$ cat src/rtl/fib_pkg.sv
// Shared types and constants for the Zeckendorf-to-binary decoder.
// Also provides a reference Fibonacci function for checking.
package fib_pkg;

  typedef enum logic [1:0] {
    IDLE  = 2'd0,
    ACCUM = 2'd1,
    DONE  = 2'd2
  } state_t;

  localparam int FIB_W_DEF = 32;
  localparam int BIN_W_DEF = 16;
  localparam int ACC_W_DEF = 24;

  // F(1)=F(2)=1
  function automatic longint unsigned fib(input int n);
    longint unsigned a;
    longint unsigned b;
    longint unsigned t;
    a = 0;
    b = 1;
    for (int i = 1; i < n; i++) begin
      t = a + b;
      a = b;
      b = t;
    end
    return (n <= 0) ? 0 : b;
  endfunction

endpackage

$ cat src/rtl/fibonacci_binary.sv
// Decodes a Fibonacci-coded word to binary, one code bit per clock.
// Weights advance as an iterative (wa, wb) pair alongside the shift.
module fibonacci_binary
  import fib_pkg::*;
#(
  parameter int FIB_W = FIB_W_DEF,
  parameter int BIN_W = BIN_W_DEF,
  parameter int ACC_W = ACC_W_DEF
) (
  input  logic             clk,
  input  logic             rst,
  input  logic             begin_f_b,
  input  logic [FIB_W-1:0] input_fibonacci,
  output logic             convert_done,
  output logic [BIN_W-1:0] fibonacci_binary_out,
  output logic             overflow,
  output logic             non_canonical
);

  localparam int IDX_W = $clog2(FIB_W);

  state_t             state;
  logic [FIB_W-1:0]   sr;
  logic [ACC_W-1:0]   acc;
  logic [ACC_W-1:0]   wa;
  logic [ACC_W-1:0]   wb;
  logic               prev_bit;
  logic [IDX_W-1:0]   idx;
  logic               err;

  logic [ACC_W-1:0]   acc_nxt;
  logic [FIB_W-1:0]   sr_nxt;
  logic               err_nxt;
  logic               last;
  logic               ovf_nxt;

  always_comb begin
    acc_nxt = acc + (sr[0] ? wa : '0);
    sr_nxt  = sr >> 1;
    err_nxt = err | (sr[0] & prev_bit);
    last    = (sr_nxt == '0) || (idx == IDX_W'(FIB_W - 1));
    ovf_nxt = |acc_nxt[ACC_W-1:BIN_W];
  end

  always_ff @(posedge clk) begin
    if (!rst) begin
      state                <= IDLE;
      sr                   <= '0;
      acc                  <= '0;
      wa                   <= '0;
      wb                   <= '0;
      prev_bit             <= 1'b0;
      idx                  <= '0;
      err                  <= 1'b0;
      convert_done         <= 1'b0;
      fibonacci_binary_out <= '0;
      overflow             <= 1'b0;
      non_canonical        <= 1'b0;
    end else begin
      convert_done <= 1'b0;
      unique case (state)
        IDLE: begin
          if (begin_f_b) begin
            sr       <= input_fibonacci;
            acc      <= '0;
            wa       <= ACC_W'(1);
            wb       <= ACC_W'(2);
            prev_bit <= 1'b0;
            idx      <= '0;
            err      <= 1'b0;
            state    <= ACCUM;
          end
        end
        ACCUM: begin
          acc      <= acc_nxt;
          err      <= err_nxt;
          prev_bit <= sr[0];
          sr       <= sr_nxt;
          wa       <= wb;
          wb       <= wa + wb;
          idx      <= idx + 1'b1;
          // Result registers load on the exit edge so DONE shows them
          if (last) begin
            state                <= DONE;
            convert_done         <= 1'b1;
            overflow             <= ovf_nxt;
            non_canonical        <= err_nxt;
            fibonacci_binary_out <= ovf_nxt ? '1 : acc_nxt[BIN_W-1:0];
          end
        end
        DONE: begin
          state <= IDLE;
        end
        default: begin
          state <= IDLE;
        end
      endcase
    end
  end

endmodule

$ cat config.mk
export PLATFORM = sky130hd
export DESIGN_NAME = fibonacci_binary
export DESIGN_NICKNAME = d
export VERILOG_FILES = /design/src/rtl/fib_pkg.sv /design/src/rtl/fibonacci_binary.sv
export SDC_FILE = /design/constraint.sdc
export NUM_CORES = 1
export LEC_CHECK = 0
export CORE_MARGIN = 2
export CORE_UTILIZATION = 36
export CTS_CLUSTER_DIAMETER = 50
export CTS_CLUSTER_SIZE = 14
export DETAILED_ROUTE_END_ITERATION = 8
export GPL_TIMING_DRIVEN = 0
export PLACE_DENSITY = 0.63
export SLEW_MARGIN = 10
export SYNTH_ARGS = -nofsm -noshare
export SYNTH_HDL_FRONTEND = slang
export SYNTH_SLANG_ARGS = --single-unit
$ cat constraint.sdc
create_clock -name clk -period 8.8 [get_ports clk]
set_clock_uncertainty 0.05 [all_clocks]
set_input_delay 1.32 -clock clk [delete_from_list [all_inputs] [get_ports clk]]
set_output_delay 1.32 -clock clk [all_outputs]
set_load 0.01 [all_outputs]
Word level (Yosys, flattened, before mapping)
Index checks and enable logic that the tools add are counted.
{ "op_classes": {"muxes": 19, "n_addsub": 3, "eq_ne": 4, "reduce_logical": 9, "bitwise_logic": 2} }
{ "ops": {"columns": ["cell", "count"], "rows": [
  ["24-bit one-hot mux with 2 select lines", 3],
  ["24-bit 2-to-1 mux", 4],
  ["32-bit one-hot mux with 2 select lines", 1],
  ["24-bit adder", 2],
  ["32-bit logical NOT", 1],
  ["32-bit 2-to-1 mux", 1],
  ["16-bit 2-to-1 mux", 1],
  ["5-bit one-hot mux with 2 select lines", 1],
  ["2-bit AND reduction", 4],
  ["8-bit OR reduction", 1],
  ["5-bit by 1-bit adder with 5-bit output, second input constant", 1],
  ["5-bit equality test, second input constant", 1],
  ["5-bit 2-to-1 mux", 1],
  ["2-bit 2-to-1 mux", 2],
  ["2-bit != test, second input constant", 2],
  ["1-bit one-hot mux with 2 select lines", 2],
  ["2-bit one-hot mux with 2 select lines", 1],
  ["2-bit by 1-bit equality test with 1-bit output, second input constant", 1],
  ["2-bit logical NOT", 1],
  ["1-bit 2-to-1 mux", 2],
  ["2-bit nonzero test", 1],
  ["1-bit AND", 1],
  ["1-bit logical OR", 1],
  ["1-bit bitwise OR", 1]
]} }
{ "word_totals": {"reg_bits": 132, "output_inout_bits": 19, "input_bits": 35, "wordCells": 49} }

Depth between registers and ports, before layout
{ "logic_depth": {"word_depth": 4, "ltp_mapped": 15, "ltp_nobuf": 12} }

Worst setup path before layout
OpenSTA, ideal clock, no wires.
{ "synth_path": {"path_type": "reg-to-reg", "from": "register sr[0]", "to": "register fibonacci_binary_out[9]", "t_arrival_ns": 3.369, "stages_incl_launch_ff": 14, "required_time_ns": 8.635, "slack_ns": 5.266, "path_buffers": 3, "setup_time_ns": 0.115, "period_less_slack_ns": 3.534, "path_cell_list": "dfxtp_1 clkbuf_1 clkbuf_1 and2_1 ha_1 a211o_1 or4_4 a31oi_1 o31ai_1 xnor2_1 nor4_2 nand4_2 buf_6 o21ba_1"} }
{ "synth_via": {"elab_chain_cells": 4} }
{ "synth_lines": {"columns": ["element", "line_no", "text"], "rows": [
  ["start: declaration", "fibonacci_binary.sv:23", "logic [FIB_W-1:0] sr;"],
  ["start signal: assignment", "fibonacci_binary.sv:64", "sr <= input_fibonacci;"],
  ["start signal: assignment", "fibonacci_binary.sv:78", "sr <= sr_nxt;"],
  ["24-bit 2-to-1 mux (*)", "fibonacci_binary.sv:38", "acc_nxt = acc + (sr[0] ? wa : '0);"],
  ["24-bit adder (*)", "fibonacci_binary.sv:38", null],
  ["8-bit OR reduction", "fibonacci_binary.sv:42", "ovf_nxt = |acc_nxt[ACC_W-1:BIN_W];"],
  ["16-bit 2-to-1 mux (*)", "fibonacci_binary.sv:88", "fibonacci_binary_out <= ovf_nxt ? '1 : acc_nxt[BIN_W-1:0];"],
  ["end signal: assignment", "fibonacci_binary.sv:88", null],
  ["end: declaration", "fibonacci_binary.sv:15", "output logic [BIN_W-1:0] fibonacci_binary_out,"]
]} }
Mark *: on every way between the ends. The rest lies on a longest branch, timed or not.
A chain may end at the register's enable or synchronous reset.

Worst setup path in the final report
{ "layout_path": {"from": "register sr[0]", "to": "register fibonacci_binary_out[5]"} }
Same word-level chain as after synthesis.

==> flow_summary.ini <==
[placement]
gp_congestion = 0.8951
port_buffers = 52
dp.cells = 1214
dpl.hpwl_mm = 14.57

[synth]
ys_warn_count = 0
yosysMostFrequentCell = dfxtp_1
synthesis.area_um2 = 7543
ys_types = 63
synth_nets = 977
synth_area_leaders = dfxtp_1, ha_1, nor2_1, a22oi_1, o221a_2
synth_top_area_share_pct = 35.03
yosysTopAreaCell = dfxtp_1
async_reset_ff_share_pct = 0
seq_area_frac_synth_pct = 35.03
synth_edf_count = 0
syn_inst = 892
syn_area_per_cell_um2 = 8.457
ys_seq_elements = 132
synth_top_flop_cell = dfxtp_1
synthTopCellsByCount = dfxtp_1, nor2_1, a21oi_1, a22oi_1, clkbuf_1

[grt]
grt_first_pass_wirelength_mm = 33.32
antenna_found_initial = 0
grt_overflow = 0
grt_pass1_vias = 6431
grt_max_degree = 17
grt_usage_pct = 18.84

[sta]
setup-violations-final = 0
slew_headroom_pct = 40.96
final_hold_viol_count = 0
slew_violations = 0
setup_tns_ns = 0
min_period_ns = 4.564
fin_crit_sh_pct = 51.86
fmax_mhz = 219.1
worst_pin_slew_ns = 0.8824
rsz0062_at_grt = no

[floorplan]
die_x_um = 148.8
core_um2 = 20430
dieArea_um2 = 22130
rows = 52
start_util_pct = 36.92
die_y_um = 148.8
ios = 54

[setup_path]
worstSetupPathType = flip-flop to flip-flop
rrSetupSlack_ns = 4.24
startpoint_type = flip-flop
cp_max_fo = 10
timing.rr.end = fibonacci_binary_out[5]
r2r_start = sr[0]
startpoint = sr[0]
critical_path_required_ns = 9.06
cp-end-kind = flip-flop
critPathArrivalTime_ns = 4.82
reg2reg_depth = 13

[layout]
stdcell_count = 1245
fillCellCount = 2037
layout.nets = 1048
n_antenna_cell = 0
layout-drive-gt1-share_pct = 8.821
syn_to_final_growth_pct = 19.01

[drt]
ant_nets = 0
drc = 0
drt-pass1-iter-count = 5
via_count = 6766
wl_mm = 20.46
drt-vias-per-instance = 5.435
drt_iter0_markers = 479
routedWlPerCell_um = 16.44

[job]
maxCapViolCount = 0

[power]
powerDensity_nw_per_um2 = 160.8
ir_worst_vdd_mv = 0.1566
p_leak_nw = 3.625

[clock_network]
cts_setup_buffers = 0
cts_tree = built
clockBufferDepth = 2
root_buffer = clkbuf_16
htree_levels = 4
worst_skew_pair.late_latency_ns = 0.42
cts_hold_buffers = 0
cts.clk_slew.worst_paths_ns = 0.06
cts_buffers = 17
clock_sink_count = 132
postCtsResizedCells = 0

[min_path]
min_path_cells = 2
worstHoldEndpoint = acc[19]
hold_path.class = flip-flop to flip-flop
worstHoldStart = acc[19]

[outcome]
outcome = finished, final reports clean
cell usage in the layout, fill, tap and decap left out, types with 7 or more instances in the layout:
master | netlist | routed
inv_1 | 13 | 13
nor4_1 | 7 | 7
a22oi_1 | 57 | 57
clkbuf_16 | 0 | 17
a211oi_1 | 9 | 9
o21ba_2 | 7 | 7
a21o_1 | 15 | 15
nand2_1 | 40 | 40
o21a_1 | 7 | 7
nor2b_1 | 39 | 39
nor2_1 | 116 | 116
xnor2_1 | 19 | 19
o21ai_0 | 47 | 47
dfxtp_1 | 132 | 132
clkdlybuf4s50_1 | 0 | 52
o221a_2 | 33 | 33
a21oi_1 | 74 | 74
o21ba_1 | 9 | 9
clkbuf_1 | 53 | 53
ha_1 | 48 | 48
xor2_1 | 19 | 19
and2_1 | 29 | 29
nor3_1 | 12 | 12
nand2b_1 | 7 | 7
nand3_1 | 10 | 10
through the flow:
stage / area, um^2 / total power [mW] / setup slack, ns / hold WS [ns] / utilization [%]
4_1_cts: 8977 / 1.455 / 4.229 / 0.4345 / 43.94
2_1_floorplan: 7543 / 0.7103 / 5.266 / 0.3906 / -
3_3_place_gp: 8402 / 0.7576 / 4.238 / 0.4229 / 41.13
5_1_grt: 8977 / 1.496 / 3.956 / 0.4448 / 43.94
6_report: 8977 / 1.444 / 4.236 / 0.4310 / 43.94
3_5_place_dp: 8402 / 0.7582 / 4.282 / 0.4267 / 41.13
state kept, by name, summed over array words and instances (netlist names):
signal	count
acc	24
convert_done	1
err	1
fibonacci_binary_out	16
idx	5
non_canonical	1
overflow	1
prev_bit	1
sr	32
state	2
wa	24
wb	24
worst max-delay path by stage:
stage                                    endpoint  cells past startpoint
after floorplan           fibonacci_binary_out[9]                     13
after global placement    fibonacci_binary_out[8]                     13
after detailed placement  fibonacci_binary_out[9]                     13
after CTS                 fibonacci_binary_out[9]                     13
after global routing      fibonacci_binary_out[7]                     14
final                     fibonacci_binary_out[5]                     13
power by group:
part	leakage, nW	switching, mW	internal, mW
Clock	0.274	0.276	0.421
Combinational	2.28	0.0700	0.0498
Sequential	1.07	0.0131	0.614
Total	3.63	0.359	1.08
critical path, stage by stage, from the launching register on:
cell and delay, ns:
dfxtp_1 0.31, clkbuf_1 0.46, clkbuf_1 0.36, and2_1 0.21, ha_1 0.31, a211o_1 0.32
or4_4 0.56, a31oi_1 0.36, o31ai_1 0.17, xnor2_1 0.18, nor4_2 0.31, nand4_2 0.39
buf_6 0.29, o21ba_1 0.18
final cells by class:
| type | count | area [um^2] | area share, % |
|---|---|---|---|
| buffer | 60 | 235.2 | 2.620 |
| clock buffer | 18 | 439.2 | 4.892 |
| clock inverter | 13 | 136.4 | 1.519 |
| inverter | 14 | 52.55 | 0.5854 |
| multi-input combinational | 686 | 4613 | 51.39 |
| sequential | 132 | 2643 | 29.44 |
| tap | 270 | 337.8 | 3.763 |
| timing repair buffer | 52 | 520.5 | 5.798 |
routing by layer:
metal	global-route usage, %	routed length [um]	vias up
met5	0	0	-
met4	3.619	200	0
met3	3.731	778	13
met2	30.19	9163	124
met1	26.58	10320	3236
li1	-	-	3393
kinds of logic (layout without fill, tap and decap cells):
family          count (synthesis)  after routing  synth area share (%)
flops                         132            132                 35.03
buf+inv                        74            157                 3.815
xor+xnor                       38             38                 4.412
simple gates                  292            292                 19.14
compound gates                303            303                 28.71
mux                             3              3                0.3981
fa+ha+maj                      50             50                 8.492
(Power assumes the default switching activity.)
